File: src/rtl/systolic_feeder.sv
// Operand skew/feed stage for an N x N systolic MAC array: buffers one A tile and
// one B tile, then streams them diagonally into the array edges with zero padding.
module systolic_feeder #(
  parameter int data_size = 8,
  parameter int N         = 4,
  parameter int IDX_W     = $clog2(N)
) (
  input  logic                   clk,
  input  logic                   reset,
  input  logic                   wr_en,
  input  logic                   wr_sel,
  input  logic [IDX_W-1:0]       wr_row,
  input  logic [IDX_W-1:0]       wr_col,
  input  logic [data_size-1:0]   wr_data,
  input  logic                   start,
  output logic [N*data_size-1:0] a_out,
  output logic [N*data_size-1:0] b_out,
  output logic                   array_clr,
  output logic                   busy,
  output logic                   done
);

  localparam int STEP_W = $clog2(2 * N);
  localparam logic [STEP_W-1:0] STREAM_LAST = STEP_W'(2 * N - 2);
  localparam logic [STEP_W-1:0] DRAIN_LAST  = STEP_W'(N - 1);

  typedef enum logic [2:0] {
    IDLE,
    CLEAR,
    STREAM,
    DRAIN,
    DONE
  } state_t;

  state_t                 state_q, state_d;
  logic [STEP_W-1:0]      step_q, step_d;

  logic [data_size-1:0]   a_buf_q [N][N];
  logic [data_size-1:0]   a_buf_d [N][N];
  logic [data_size-1:0]   b_buf_q [N][N];
  logic [data_size-1:0]   b_buf_d [N][N];

  logic [N*data_size-1:0] a_out_q, a_out_d;
  logic [N*data_size-1:0] b_out_q, b_out_d;
  logic                   array_clr_q, array_clr_d;
  logic                   busy_q, busy_d;
  logic                   done_q, done_d;

  always_comb begin
    state_d = state_q;
    step_d  = step_q;
    case (state_q)
      IDLE: begin
        step_d = '0;
        if (start) begin
          state_d = CLEAR;
        end
      end
      CLEAR: begin
        state_d = STREAM;
        step_d  = '0;
      end
      STREAM: begin
        if (step_q == STREAM_LAST) begin
          state_d = DRAIN;
          step_d  = '0;
        end else begin
          step_d = step_q + 1'b1;
        end
      end
      DRAIN: begin
        if (step_q == DRAIN_LAST) begin
          state_d = DONE;
          step_d  = '0;
        end else begin
          step_d = step_q + 1'b1;
        end
      end
      DONE: begin
        state_d = IDLE;
        step_d  = '0;
      end
      default: begin
        state_d = IDLE;
        step_d  = '0;
      end
    endcase
  end

  // The tiles are frozen while busy so a pass always sees a consistent operand set.
  always_comb begin
    a_buf_d = a_buf_q;
    b_buf_d = b_buf_q;
    if (wr_en && !busy_q && (int'(wr_row) < N) && (int'(wr_col) < N)) begin
      if (wr_sel) begin
        b_buf_d[wr_row][wr_col] = wr_data;
      end else begin
        a_buf_d[wr_row][wr_col] = wr_data;
      end
    end
  end

  // Outputs are decoded from the next state so every port comes straight from a flop.
  always_comb begin
    int k;
    k           = 0;
    a_out_d     = '0;
    b_out_d     = '0;
    array_clr_d = (state_d == CLEAR);
    busy_d      = (state_d == CLEAR) || (state_d == STREAM) || (state_d == DRAIN);
    done_d      = (state_d == DONE);
    if (state_d == STREAM) begin
      for (int i = 0; i < N; i++) begin
        k = int'(step_d) - i;
        if ((k >= 0) && (k < N)) begin
          a_out_d[i*data_size +: data_size] = a_buf_q[i][k[IDX_W-1:0]];
          b_out_d[i*data_size +: data_size] = b_buf_q[k[IDX_W-1:0]][i];
        end
      end
    end
  end

  always_ff @(posedge clk) begin
    if (reset) begin
      state_q     <= IDLE;
      step_q      <= '0;
      a_out_q     <= '0;
      b_out_q     <= '0;
      array_clr_q <= 1'b1;
      busy_q      <= 1'b0;
      done_q      <= 1'b0;
      for (int i = 0; i < N; i++) begin
        for (int j = 0; j < N; j++) begin
          a_buf_q[i][j] <= '0;
          b_buf_q[i][j] <= '0;
        end
      end
    end else begin
      state_q     <= state_d;
      step_q      <= step_d;
      a_out_q     <= a_out_d;
      b_out_q     <= b_out_d;
      array_clr_q <= array_clr_d;
      busy_q      <= busy_d;
      done_q      <= done_d;
      a_buf_q     <= a_buf_d;
      b_buf_q     <= b_buf_d;
    end
  end

  assign a_out     = a_out_q;
  assign b_out     = b_out_q;
  assign array_clr = array_clr_q;
  assign busy      = busy_q;
  assign done      = done_q;

endmodule

File: config.mk
export PLATFORM = sky130hd
export DESIGN_NAME = systolic_feeder
export DESIGN_NICKNAME = d
export VERILOG_FILES = /design/src/rtl/systolic_feeder.sv
export SDC_FILE = /design/constraint.sdc
export NUM_CORES = 1
export LEC_CHECK = 0
export ABC_AREA = 1
export ABC_CLOCK_PERIOD_IN_PS = 2500
export CORE_MARGIN = 2
export CORE_UTILIZATION = 50
export DETAILED_ROUTE_END_ITERATION = 8
export PLACE_DENSITY = 0.68
export SYNTH_ARGS = -nofsm -noshare
export SYNTH_HDL_FRONTEND = slang
export SYNTH_SLANG_ARGS = --single-unit
File: constraint.sdc
create_clock -name clk -period 2.5 [get_ports clk]
set_clock_uncertainty 0.05 [all_clocks]
set_input_delay 0.25 -clock clk [delete_from_list [all_inputs] [get_ports clk]]
set_output_delay 0.25 -clock clk [all_outputs]
set_load 0.02 [all_outputs]
* Word level (Yosys, flattened, before mapping)
Index checks and enable logic that the tools add are counted.
Cells by class: add/subtract/negate cells 4, magnitude comparators 16, eq/ne operators 9, mux-type cells 37, bitwise operators 12, reductions and logical operators 17
Operators with widths (count):
- binary-select mux 32 bit (select 2 bit) | 4
- bitwise mux 128 bit | 2
- 2-to-1 mux 32 bit | 3
- 2-to-1 mux 8 bit | 11
- binary-select mux 8 bit (select 2 bit) | 4
- demux 32 bit (select 2 bit) | 1
- 2-to-1 mux 24 bit | 2
- 2-to-1 mux 16 bit | 2
- >= comparator 3 bit (second input constant) | 6
- NOT 2 -> 3 bit | 6
- demux 8 bit (select 2 bit) | 1
- equality test 3 x 2 -> 1 bit (second input constant) | 5
- 2-to-1 mux 3 bit | 5
- >= comparator 4 x 1 -> 1 bit (second input constant) | 3
- less-than comparator 4 bit (second input constant) | 3
- case mux 3 bit (4 select lines) | 1
- OR reduction 3 bit | 4
- subtractor 3 x 2 -> 4 bit (second input constant) | 2
- logical AND 1 bit | 7
- equality test 3 x 1 -> 1 bit (second input constant) | 2
- equality test 3 bit (second input constant) | 2
- less-than comparator 3 x 1 -> 1 bit (second input constant) | 2
- NOT 1 bit | 6
- case mux 3 bit (2 select lines) | 1
- 8 further kinds | 10
Storage, ports and cells: flip-flop bits (word level) 329, input bits 17, output and inout port bits 67, word-level logic and storage cells 140

* Longest topological paths before layout
Gate-level depths: netlist of the first run.
depth in word-level cells 8, mapped depth 17, gate-level depth less buffers 13

* Least setup slack after synthesis of the first run
No wires, ideal clock.
path kind reg2reg, start register step_q[0], end register b_out_q[24] (netlist: b_out[24]), setup time 65 ps, arrival 2523 ps, required time 2385 ps, slack -138 ps, stages on the path, launching flop included 17, path buffers 5, period minus slack after synthesis 2638 ps, path through dfxtp_1 -> inv_1 -> clkbuf_1 -> ha_1 -> a21oi_1 -> nand2_2 -> nand2_2 -> buf_4 -> buf_2 -> ha_1 -> clkbuf_1 -> inv_1 -> buf_1 -> nand3_1 -> nand2_1 -> inv_1 -> nor2_1
On the way: cells in the longest elaborated chain, start to end 8, elaborated cells on any way between the ends 21, classes of those cells 2 x add/sub; 2 x order compare; 3 x eq/ne; 9 x mux; 3 x bitwise; 2 x reduce/logical
RTL lines:
- start, declared | line 36 | logic [STEP_W-1:0] step_q, step_d;
- start signal, assigned | line 140 | step_q <= step_d;
- adder 3 x 1 -> 3 bit (tied with other cells) | line 68, 76
- 2-to-1 mux 3 bit, on equally long branches | line 72, 64
- case mux 3 bit (2 select lines) | line 52 | case (state_q)
- subtractor 3 x 2 -> 4 bit | line 114 | k = int'(step_d) - i;
- >= comparator 4 x 1 -> 1 bit (tied with other cells) | line 115 | if ((k >= 0) && (k < N)) begin
- logical AND 1 bit or binary-select mux 32 bit (select 2 bit) (tied branches) | line 115, 117
- NOT 1 bit (no line) or 2-to-1 mux 8 bit (tied branches)
- OR reduction 3 bit (no line) or 2-to-1 mux 8 bit (tied branches)
- end signal, assigned | line 142 | b_out_q <= b_out_d;
- end, declared | line 44 | logic [N*data_size-1:0] b_out_q, b_out_d;
Parallel ways exist; a longest one is shown, timed or not. The select of a mux whose other input is x is not followed. A chain may end at the register's enable or synchronous reset.

* Worst setup path after layout of the first run
start register step_q[0], end register a_out_q[29] (netlist: a_out[29])
On the way: cells in the longest elaborated chain, start to end 8, elaborated cells on any way between the ends 21, classes of those cells 2 x add/sub; 2 x order compare; 3 x eq/ne; 9 x mux; 3 x bitwise; 2 x reduce/logical
RTL lines:
- adder 3 x 1 -> 3 bit (tied with other cells) | line 68, 76
- 2-to-1 mux 3 bit, on equally long branches | line 72, 64
- case mux 3 bit (2 select lines) | line 52
- subtractor 3 x 2 -> 4 bit | line 114
- >= comparator 4 x 1 -> 1 bit (tied with other cells) | line 115
- logical AND 1 bit or binary-select mux 8 bit (select 2 bit) (tied branches) | line 115, 116
- NOT 1 bit (no line) or 2-to-1 mux 8 bit (tied branches)
- OR reduction 3 bit (no line) or 2-to-1 mux 8 bit (tied branches)
- end signal, assigned | line 141 | a_out_q <= a_out_d;
- end, declared | line 43 | logic [N*data_size-1:0] a_out_q, a_out_d;
Parallel ways exist; a longest one is shown, timed or not. The select of a mux whose other input is x is not followed.

==> results.toml, run 1 <==
[route]
drc = 0
detail-route-antenna-nets = 0
num_vias = 12200
via_per_inst = 5.28
wl_um = 36300
dr.pass1.iters = 7
drt_iter0_markers = 1202
wl_per_cell_um = 15.7

[power]
ir_worst_vdd_uv = 458
power_density_nw_per_um2 = 712
p_leak_nw = 6.39

[critical_path]
critPathArrivalTime_ns = 2.68
required_ns = 2.90
crit_path_start_kind = "register"
worstPathMaxFanout = 53
criticalPathCategory = "register to register"
cp-end-kind = "register"

[cts]
tritoncts = "yes"
clockRootBuffer = "clkbuf_16"
cts_hold_buf = 0
cts_sinks = 329
cts_buffers = 36
path_clk_slew_ns = 0.06
clk_path_buf_depth = 3
ctsHtreeMaxLevel = 2
clkLatencyLatePin_ns = 0.50

[final_layout]
drive_above_1_share = 0.0699
nets = 1979
area_delta_synth_final_pct = 17.1
fillerInstances = 2459
diodes = 0

[timing]
tightest_slew_ns = 0.738
slew_headroom = 0.508
layout_worst_path_cycle_share = 0.914
setup_slack_ns = 0.214
rsz0062_at_grt = "no"
timing.hold.ws_ns = 0.399
final-hold-violation-count = 0
fmax_mhz = 437
setup-violations-final = 0
maxSlewViolCount = 0
finalCriticalPeriod_ns = 2.29

[floorplanning]
core-area_um2 = 27000
placementRows = 60
die_height_um = 170
die_w_um = 170
die_area_um2 = 28900
start_util = 0.511
io_pins = 84

[synth]
synth_largest_area_cell = "dfxtp_1"
ys_seq_elements = 329
syn_nets = 1940
syn_inst = 1913
ys_types = 20
synthTopCellsByArea = "dfxtp_1, o21ai_0, a21oi_1, inv_1, nand3_1"
syn_avg_cell_area_um2 = 7.19
yosysWarnings = 0
syn-cell-area_um2 = 13800
synth_top_area_frac = 0.479
ys_seq_area_frac = 0.479

[global_routing]
grt_usage = 0.252
grt_overflow = 0
grt_pass1_vias = 11300
grt_max_degree = 123
grt_first_pass_wirelength_um = 58800
antenna_found_initial = 0

[placement]
post-dp-hpwl_um = 21100
gp_congestion = 0.802
place_ws_ns = -0.00107
port-buffer-count = 83

[flow_run]
drv_cap = 0

[status]
outcome = "finished clean"

[worst_hold_path]
hold_path.class = "register to register"
## per-stage QoR
step                      power, mW  cells  cell area [um2]  utilization  setup TNS [ns]
after floorplan                6.14   1913            13800            -               0
after global placement         6.46   2254            14900        0.555               0
after detailed placement       6.47   2254            14900        0.555        -0.00170
after CTS                      11.5   2314            16100        0.597               0
after global routing           11.9   2315            16100        0.598               0
final                          11.5   2315            16100        0.598               0
## area by class of cell
type,count,area [um2],area share
clock buffers,55,1080,0.0673
clock inverters,5,50.0,0.00311
inverters,282,1060,0.0659
multi-input cells,1170,5590,0.347
flip-flops and latches,329,6590,0.409
well taps,341,427,0.0265
repair buffers,133,1310,0.0811
## state kept, by name, indices dropped and copies added (netlist names)
register,count
array_clr,1
state_q,3
b_out,32
done,1
b_buf_q,128
a_out,32
a_buf_q,128
busy,1
step_q,3
## metal layers
metal / vias to the layer above / routed length, um / global-route usage
met3: 61 / 2520 / 0.0449
met1: 5600 / 16400 / 0.344
met4: 0 / 665 / 0.0740
li1: 6188 / - / -
met5: - / 0 / 0
met2: 373 / 16700 / 0.410
## where the power goes
part	internal, mW	leakage (nW)	total (mW)	switching [mW]
logic	0.342	3.18	1.05	0.703
clock network	3.07	0.561	5.11	2.04
registers	5.30	2.65	5.32	0.0203
total	8.71	6.39	11.5	2.76
## cells by family after synthesis
group / after synthesis / synth area share
flops: 329 / 0.479
fa+ha+maj: 10 / 0.00909
buf+inv: 414 / 0.116
simple gates: 667 / 0.217
compound gates: 493 / 0.180
## Yosys cell counts
cell      count
o21ai_0     257
a21oi_1     235
nor2_1      168
buf_2        27
inv_2         5
clkbuf_1     92
clkinv_1      4
nand2_2       3
or2_2        21
buf_1        10
nand2_1     223
o211ai_1      1
ha_1         10
nand3_1     204
nand3b_1     37
nor2_2        6
inv_1       273
nor3_1        5
buf_4         3
dfxtp_1     329
## critical path, cell delays in order, from the launching register on
cell	delay, ns
dfxtp_2	0.34
ha_1	0.22
ha_1	0.22
nor2_1	0.18
nand2_4	0.09
nand2_4	0.12
buf_12	0.25
ha_1	0.22
nor2_1	0.05
nor2_1	0.10
nand2_1	0.06
buf_4	0.20
nor2_1	0.12
## worst paths after layout
check / startpoint / end / slack [ns] / cells after the start
max: step_q[0]$_SDFF_PP0_ / a_out[29]$_SDFF_PP0_ / 0.21 / 12
max reg2reg: step_q[0]$_SDFF_PP0_ / a_out[29]$_SDFF_PP0_ / 0.21 / 12
min reg2reg: a_buf_q[102]$_SDFFE_PP0P_ / a_buf_q[102]$_SDFFE_PP0P_ / 0.40 / 2
min: a_buf_q[102]$_SDFFE_PP0P_ / a_buf_q[102]$_SDFFE_PP0P_ / 0.40 / 2
## what timing repair did
action | in CTS | in global routing
endpoints found under the hold margin | 0 | 0
gates resized for setup | 1 | 1
setup buffers | 0 | 1
pin swaps | 0 | 1
setup endpoints to repair | 4 | 17
## layout by cell type (no fill, tap or decap), drive strengths merged
| cell type | instances |
|---|---|
| a21oi | 235 |
| buf | 50 |
| bufinv | 1 |
| clkbuf | 55 |
| clkdlybuf4s50 | 83 |
| clkinv | 8 |
| dfxtp | 329 |
| ha | 10 |
| inv | 278 |
| nand2 | 226 |
| nand3 | 204 |
| nand3b | 37 |
| nor2 | 174 |
| nor3 | 5 |
| o211ai | 1 |
| o21ai | 257 |
| or2 | 21 |
Note: power is estimated with default switching activity, not from simulation.
==> run 2: changes to the inputs <==
--- a/config.mk
+++ b/config.mk
@@ -7,10 +7,10 @@
 export LEC_CHECK = 0
 export ABC_AREA = 1
 export ABC_CLOCK_PERIOD_IN_PS = 2500
-export CORE_MARGIN = 2
-export CORE_UTILIZATION = 50
+export CORE_MARGIN = 3
+export CORE_UTILIZATION = 45
 export DETAILED_ROUTE_END_ITERATION = 8
-export PLACE_DENSITY = 0.68
+export PLACE_DENSITY = 0.62
 export SYNTH_ARGS = -nofsm -noshare
 export SYNTH_HDL_FRONTEND = slang
 export SYNTH_SLANG_ARGS = --single-unit
==> run 2 against run 1 <==
Clock power is 4.1% higher. Hold slack worse by 0.00099 ns. Largest power group unchanged. Sequential power is essentially flat. Power up 2.0%. Core utilization down 5.3 points. Fmax shrank 3.8%. Non-clock buffer count is 6 higher. Count of clock-buffer cells in the layout fell by 7.
==> results.toml, run 2 (synthesis gave the netlist of run 1 again) <==
[timing]
tightest_slew_ns = 0.714
fin_tns_setup_ns = 0
fmax_mhz = 421
final-hold-violation-count = 0
setup_slack_ns = 0.123
layout_worst_path_cycle_share = 0.951
maxSlewViolCount = 0
finalCriticalPeriod_ns = 2.38
slew_headroom = 0.524
setup-violations-final = 0
timing.hold.ws_ns = 0.398
rsz0062_at_grt = "no"

[route]
via_per_inst = 5.19
wl_um = 37600
drt_iter0_markers = 933
num_vias = 12300
detail-route-antenna-nets = 0
dr.pass1.iters = 5
drc = 0
wl_per_cell_um = 15.9

[power]
power.switching_mw = 2.82
internal_power_mw = 8.89
power_density_nw_per_um2 = 720
pwr-share-clk = 0.454
p_leak_nw = 6.46
pwr-share-seq = 0.454
ir_worst_vdd_uv = 597
power_mw = 11.7
swShare = 0.241
comb_power_share = 0.092

[global_routing]
grt_first_pass_wirelength_um = 60800
grt_overflow = 0
grt_pass1_vias = 11400
antenna_found_initial = 1
grt_usage = 0.224
grt_max_degree = 94

[placement]
placed_area_um2 = 15000
post-dp-hpwl_um = 22100
place_ws_ns = -0.00667
port-buffer-count = 83
gp_congestion = 0.855

[floorplanning]
io_pins = 84
die_area_um2 = 32700
die_height_um = 181
start_util = 0.461
placementRows = 63
core-area_um2 = 29900
die_w_um = 181

[final_layout]
largestRegisters = "a_buf_q (128), b_buf_q (128)"
nets = 1985
layout_common_cells = "dfxtp_1, inv_1, o21ai_0"
area_delta_synth_final_pct = 18.2
diodes = 0
postLayoutCellArea_um2 = 16300
layout_commonest_cell = "dfxtp_1"
drive_above_1_share = 0.0752

[cts]
clkLatencyLatePin_ns = 0.52
tritoncts = "yes"
postCtsSetupBuffers = 0
cts_sinks = 329
cts_buffers = 36
clockRootBuffer = "clkbuf_16"
clk_path_buf_depth = 3
ctsHtreeMaxLevel = 2
path_clk_slew_ns = 0.06

[critical_path]
max_stage_delay_ns = 0.35
crit_path_start_kind = "register"
worstPathMaxFanout = 16
cp_slowest_cell = "dfxtp_2"
crit_path_frequent_cell = "ha_1"
criticalPathCategory = "register to register"
path_buf_inv = 3
critPathArrivalTime_ns = 2.71
cp-end-kind = "register"
crit_chain = "ha_1, ha_1, inv_1, nand3_1, nand2_1, buf_4, ha_1, a21oi_1, nand3_1, buf_12, a21oi_1"
required_ns = 2.83
critPathTopFamily = "adder cells"

[status]
outcome = "finished clean"

[flow_run]
drv_cap = 0

[worst_hold_path]
hold_path.class = "register to register"
-- run 2: path summary, 6_finish.rpt --
kind | startpoint | end | slack (ns) | cells after the start
max | step_q[0]$_SDFF_PP0_ | b_out[23]$_SDFF_PP0_ | 0.12 | 11
min | a_buf_q[115]$_SDFFE_PP0P_ | a_buf_q[115]$_SDFFE_PP0P_ | 0.40 | 2
max reg2reg | step_q[0]$_SDFF_PP0_ | b_out[23]$_SDFF_PP0_ | 0.12 | 11
min reg2reg | a_buf_q[115]$_SDFFE_PP0P_ | a_buf_q[115]$_SDFFE_PP0P_ | 0.40 | 2
-- run 2: through the flow --
| stage | util | cells |
|---|---|---|
| final | 0.545 | 2371 |
| after detailed placement | 0.504 | 2309 |
| after floorplan | - | 1913 |
| after CTS | 0.543 | 2370 |
| after global routing | 0.545 | 2371 |
| after global placement | 0.504 | 2309 |
-- run 2: final cells by class --
cell class	instances	area, um2
tap	390	488
multi-input combinational	1170	5600
clock buffer	48	1010
fill	2891	13600
sequential	329	6590
clock inverter	13	173
inverter	282	1060
timing repair buffer	139	1360
-- run 2: worst min-delay path, cell delays in order, from the launching register on --
cell and delay (ns):
dfxtp_1 0.29, inv_1 0.06, a21oi_1 0.05
-- run 2: per-layer routing --
layer	part of all wire	global-route usage	routed length (um)
met5	0	0	0
met3	0.057	0.0270	2150
met4	0.024	0.0639	897
met1	0.47	0.321	17800
met2	0.44	0.356	16700
-- run 2: repair_timing --
action,in CTS,in global routing
endpoints found under the setup margin,1,33
cloned,0,1
hold buffers,0,0
gates resized for setup,1,6
-- run 2: power by group through the flow --
stage | Clock [mW] | Combinational, mW | Sequential, mW
2_1_floorplan | 0 | 0.692 | 5.44
3_3_place_gp | 0 | 1.04 | 5.44
3_5_place_dp | 0 | 1.05 | 5.44
4_1_cts | 5.43 | 1.05 | 5.32
5_1_grt | 5.62 | 1.20 | 5.33
6_report | 5.32 | 1.07 | 5.32
==> run 3: changes to the inputs <==
--- a/config.mk
+++ b/config.mk
@@ -7,10 +7,12 @@
 export LEC_CHECK = 0
 export ABC_AREA = 1
 export ABC_CLOCK_PERIOD_IN_PS = 2500
+export CELL_PAD_IN_SITES_DETAIL_PLACEMENT = 1
+export CELL_PAD_IN_SITES_GLOBAL_PLACEMENT = 1
 export CORE_MARGIN = 3
-export CORE_UTILIZATION = 45
+export CORE_UTILIZATION = 39
 export DETAILED_ROUTE_END_ITERATION = 8
-export PLACE_DENSITY = 0.62
+export PLACE_DENSITY = 0.71
 export SYNTH_ARGS = -nofsm -noshare
 export SYNTH_HDL_FRONTEND = slang
 export SYNTH_SLANG_ARGS = --single-unit
==> run 3 against run 2 <==
Hold slack worse by 0.027 ns. Die area increased by 15%. Critical path type unchanged. Register-to-register slack improved by 0.02 ns. Flip-flop and latch count is the same. Critical path depth up 1. Power grew 4.4%. First-iteration DRC count is 35% lower. Sequential power hardly changed. Design area is 1.5% higher. Clock power grew 8.8%.
==> results.toml, run 3 (synthesis gave the netlist of run 1 again) <==
[route]
via_per_inst = 5.23
drt_iter0_markers = 602
drc = 0
detail-route-antenna-nets = 0
dr.pass1.iters = 5
wl_per_cell_um = 17.9
num_vias = 12800
wl_um = 43700

[cts]
path_clk_slew_ns = 0.06
clk_path_buf_depth = 3
cts_buffers = 39
cts_hold_buf = 0
ctsHtreeMaxLevel = 2
clockRootBuffer = "clkbuf_16"
clkLatencyLatePin_ns = 0.52
tritoncts = "yes"
cts_sinks = 329

[worst_hold_path]
min_from = "start"
min_path_cells = 3
hold_path.class = "input port to register"

[placement]
post-dp-hpwl_um = 25500
port-buffer-count = 83
gp_congestion = 0.786

[global_routing]
grt_first_pass_wirelength_um = 71300
antenna_found_initial = 0
grt_overflow = 0
grt_pass1_vias = 13400
grt_max_degree = 87
grt_usage = 0.229

[floorplanning]
io_pins = 84
die_area_um2 = 37600
start_util = 0.397
placementRows = 68
core-area_um2 = 34600
die_w_um = 194
die_height_um = 194

[final_layout]
layout_common_cells = "dfxtp_1, inv_1, o21ai_0"
regArea_um2 = 6590
layout_commonest_cell = "dfxtp_1"
largestRegisters = "a_buf_q (128), b_buf_q (128)"
drive_above_1_share = 0.0770
area_delta_synth_final_pct = 20.0
diodes = 0
fillerInstances = 4331
multi_input_area_um2 = 5600
nets = 1992

[power]
ir_worst_vdd_uv = 529
p_leak_nw = 6.52
power_density_nw_per_um2 = 740

[critical_path]
worstSetupStartpoint = "step_q[0]$_SDFF_PP0_"
crit_chain = "ha_1, ha_1, inv_1, nand2_1, nor2_2, nor2_2, buf_4, ha_1, a21oi_1, nand3_1, buf_12, a21oi_1"
cp_slowest_cell = "dfxtp_2"
crit_path_start_kind = "register"
critPathArrivalTime_ns = 2.75
cp-end-kind = "register"
reg2reg_from = "step_q[0]$_SDFF_PP0_"
worstPathMaxFanout = 16
required_ns = 2.89
rr_worst_depth = 12
max_stage_delay_ns = 0.34
criticalPathCategory = "register to register"
crit_path_frequent_cell = "ha_1"

[status]
outcome = "finished clean"

[timing]
timing.hold.ws_ns = 0.371
maxSlewViolCount = 0
finalCriticalPeriod_ns = 2.36
layout_worst_path_cycle_share = 0.944
fmax_mhz = 424
setup-violations-final = 0
final-hold-violation-count = 0
slew_headroom = 0.434
tightest_slew_ns = 0.849
fin_tns_setup_ns = 0

[flow_run]
drv_cap = 0
[run 3: cell count changes in the layout (fill, tap and decap cells not counted), moves of 2 or more]
cell | previous run | this run
buf_12 | 6 | 9
buf_4 | 47 | 49
clkbuf_1 | 7 | 10
clkbuf_16 | 38 | 41
clkbuf_8 | 4 | 7
clkinv_2 | 7 | 2
inv_6 | 2 | 0
[run 3: power breakdown]
group	internal (mW)	switching, mW	total, mW
Sequential	5.30	0.0202	5.32
Combinational	0.349	0.761	1.11
Clock	3.59	2.20	5.79
[run 3: layer usage]
metal / vias to the layer above / GRT usage / part of all wire
li1: 6229 / - / -
met1: 6302 / 0.300 / 0.46
met2: 180 / 0.398 / 0.49
met3: 75 / 0.0295 / 0.030
met4: 0 / 0.0644 / 0.023
met5: - / 0 / 0
[run 3: stage by stage]
stage / setup WS, ns / utilization / instances / area, um2 / total power [mW]
floorplan: 0.0114 / - / 1913 / 13800 / 6.14
global placement: 0.0154 / 0.438 / 2378 / 15200 / 6.51
detailed placement: -0.199 / 0.438 / 2378 / 15200 / 6.53
CTS: 0.0667 / 0.476 / 2442 / 16500 / 12.3
global route: -0.0209 / 0.477 / 2443 / 16500 / 12.7
finish: 0.140 / 0.477 / 2443 / 16500 / 12.2
[run 3: final cells by class]
cell class                      count  area share
Sequential cell                   329       0.399
Clock buffer                       58      0.0703
Inverter                          282      0.0643
Multi-Input combinational cell   1170       0.339
Clock inverter                      6     0.00788
Tap cell                          455      0.0345
Timing Repair Buffer              143      0.0849
[run 3: critical path: cells and delay by family, from the launching register on]
family	cells	cell delay (ns)
buffers and inverters	3	0.39
AO/OA/AOI/OAI	2	0.28
AND/OR/NAND/NOR	4	0.42
adder cells (fa/ha/maj)	3	0.77
flip-flops	1	0.34
[run 3: what timing repair did]
| item | 4_1_cts | 5_1_grt |
|---|---|---|
| setup endpoints to repair | 16 | 44 |
| resized for setup | 1 | 5 |
| pin swaps | 0 | 1 |
| setup buffers | 0 | 1 |
[run 3: path summary, 6_finish.rpt]
check,slack [ns],to
max reg2reg,0.14,a_out[21]$_SDFF_PP0_
max,0.14,a_out[21]$_SDFF_PP0_
min,0.37,array_clr$_SDFF_PP1_
min reg2reg,0.40,a_buf_q[2]$_SDFFE_PP0P_
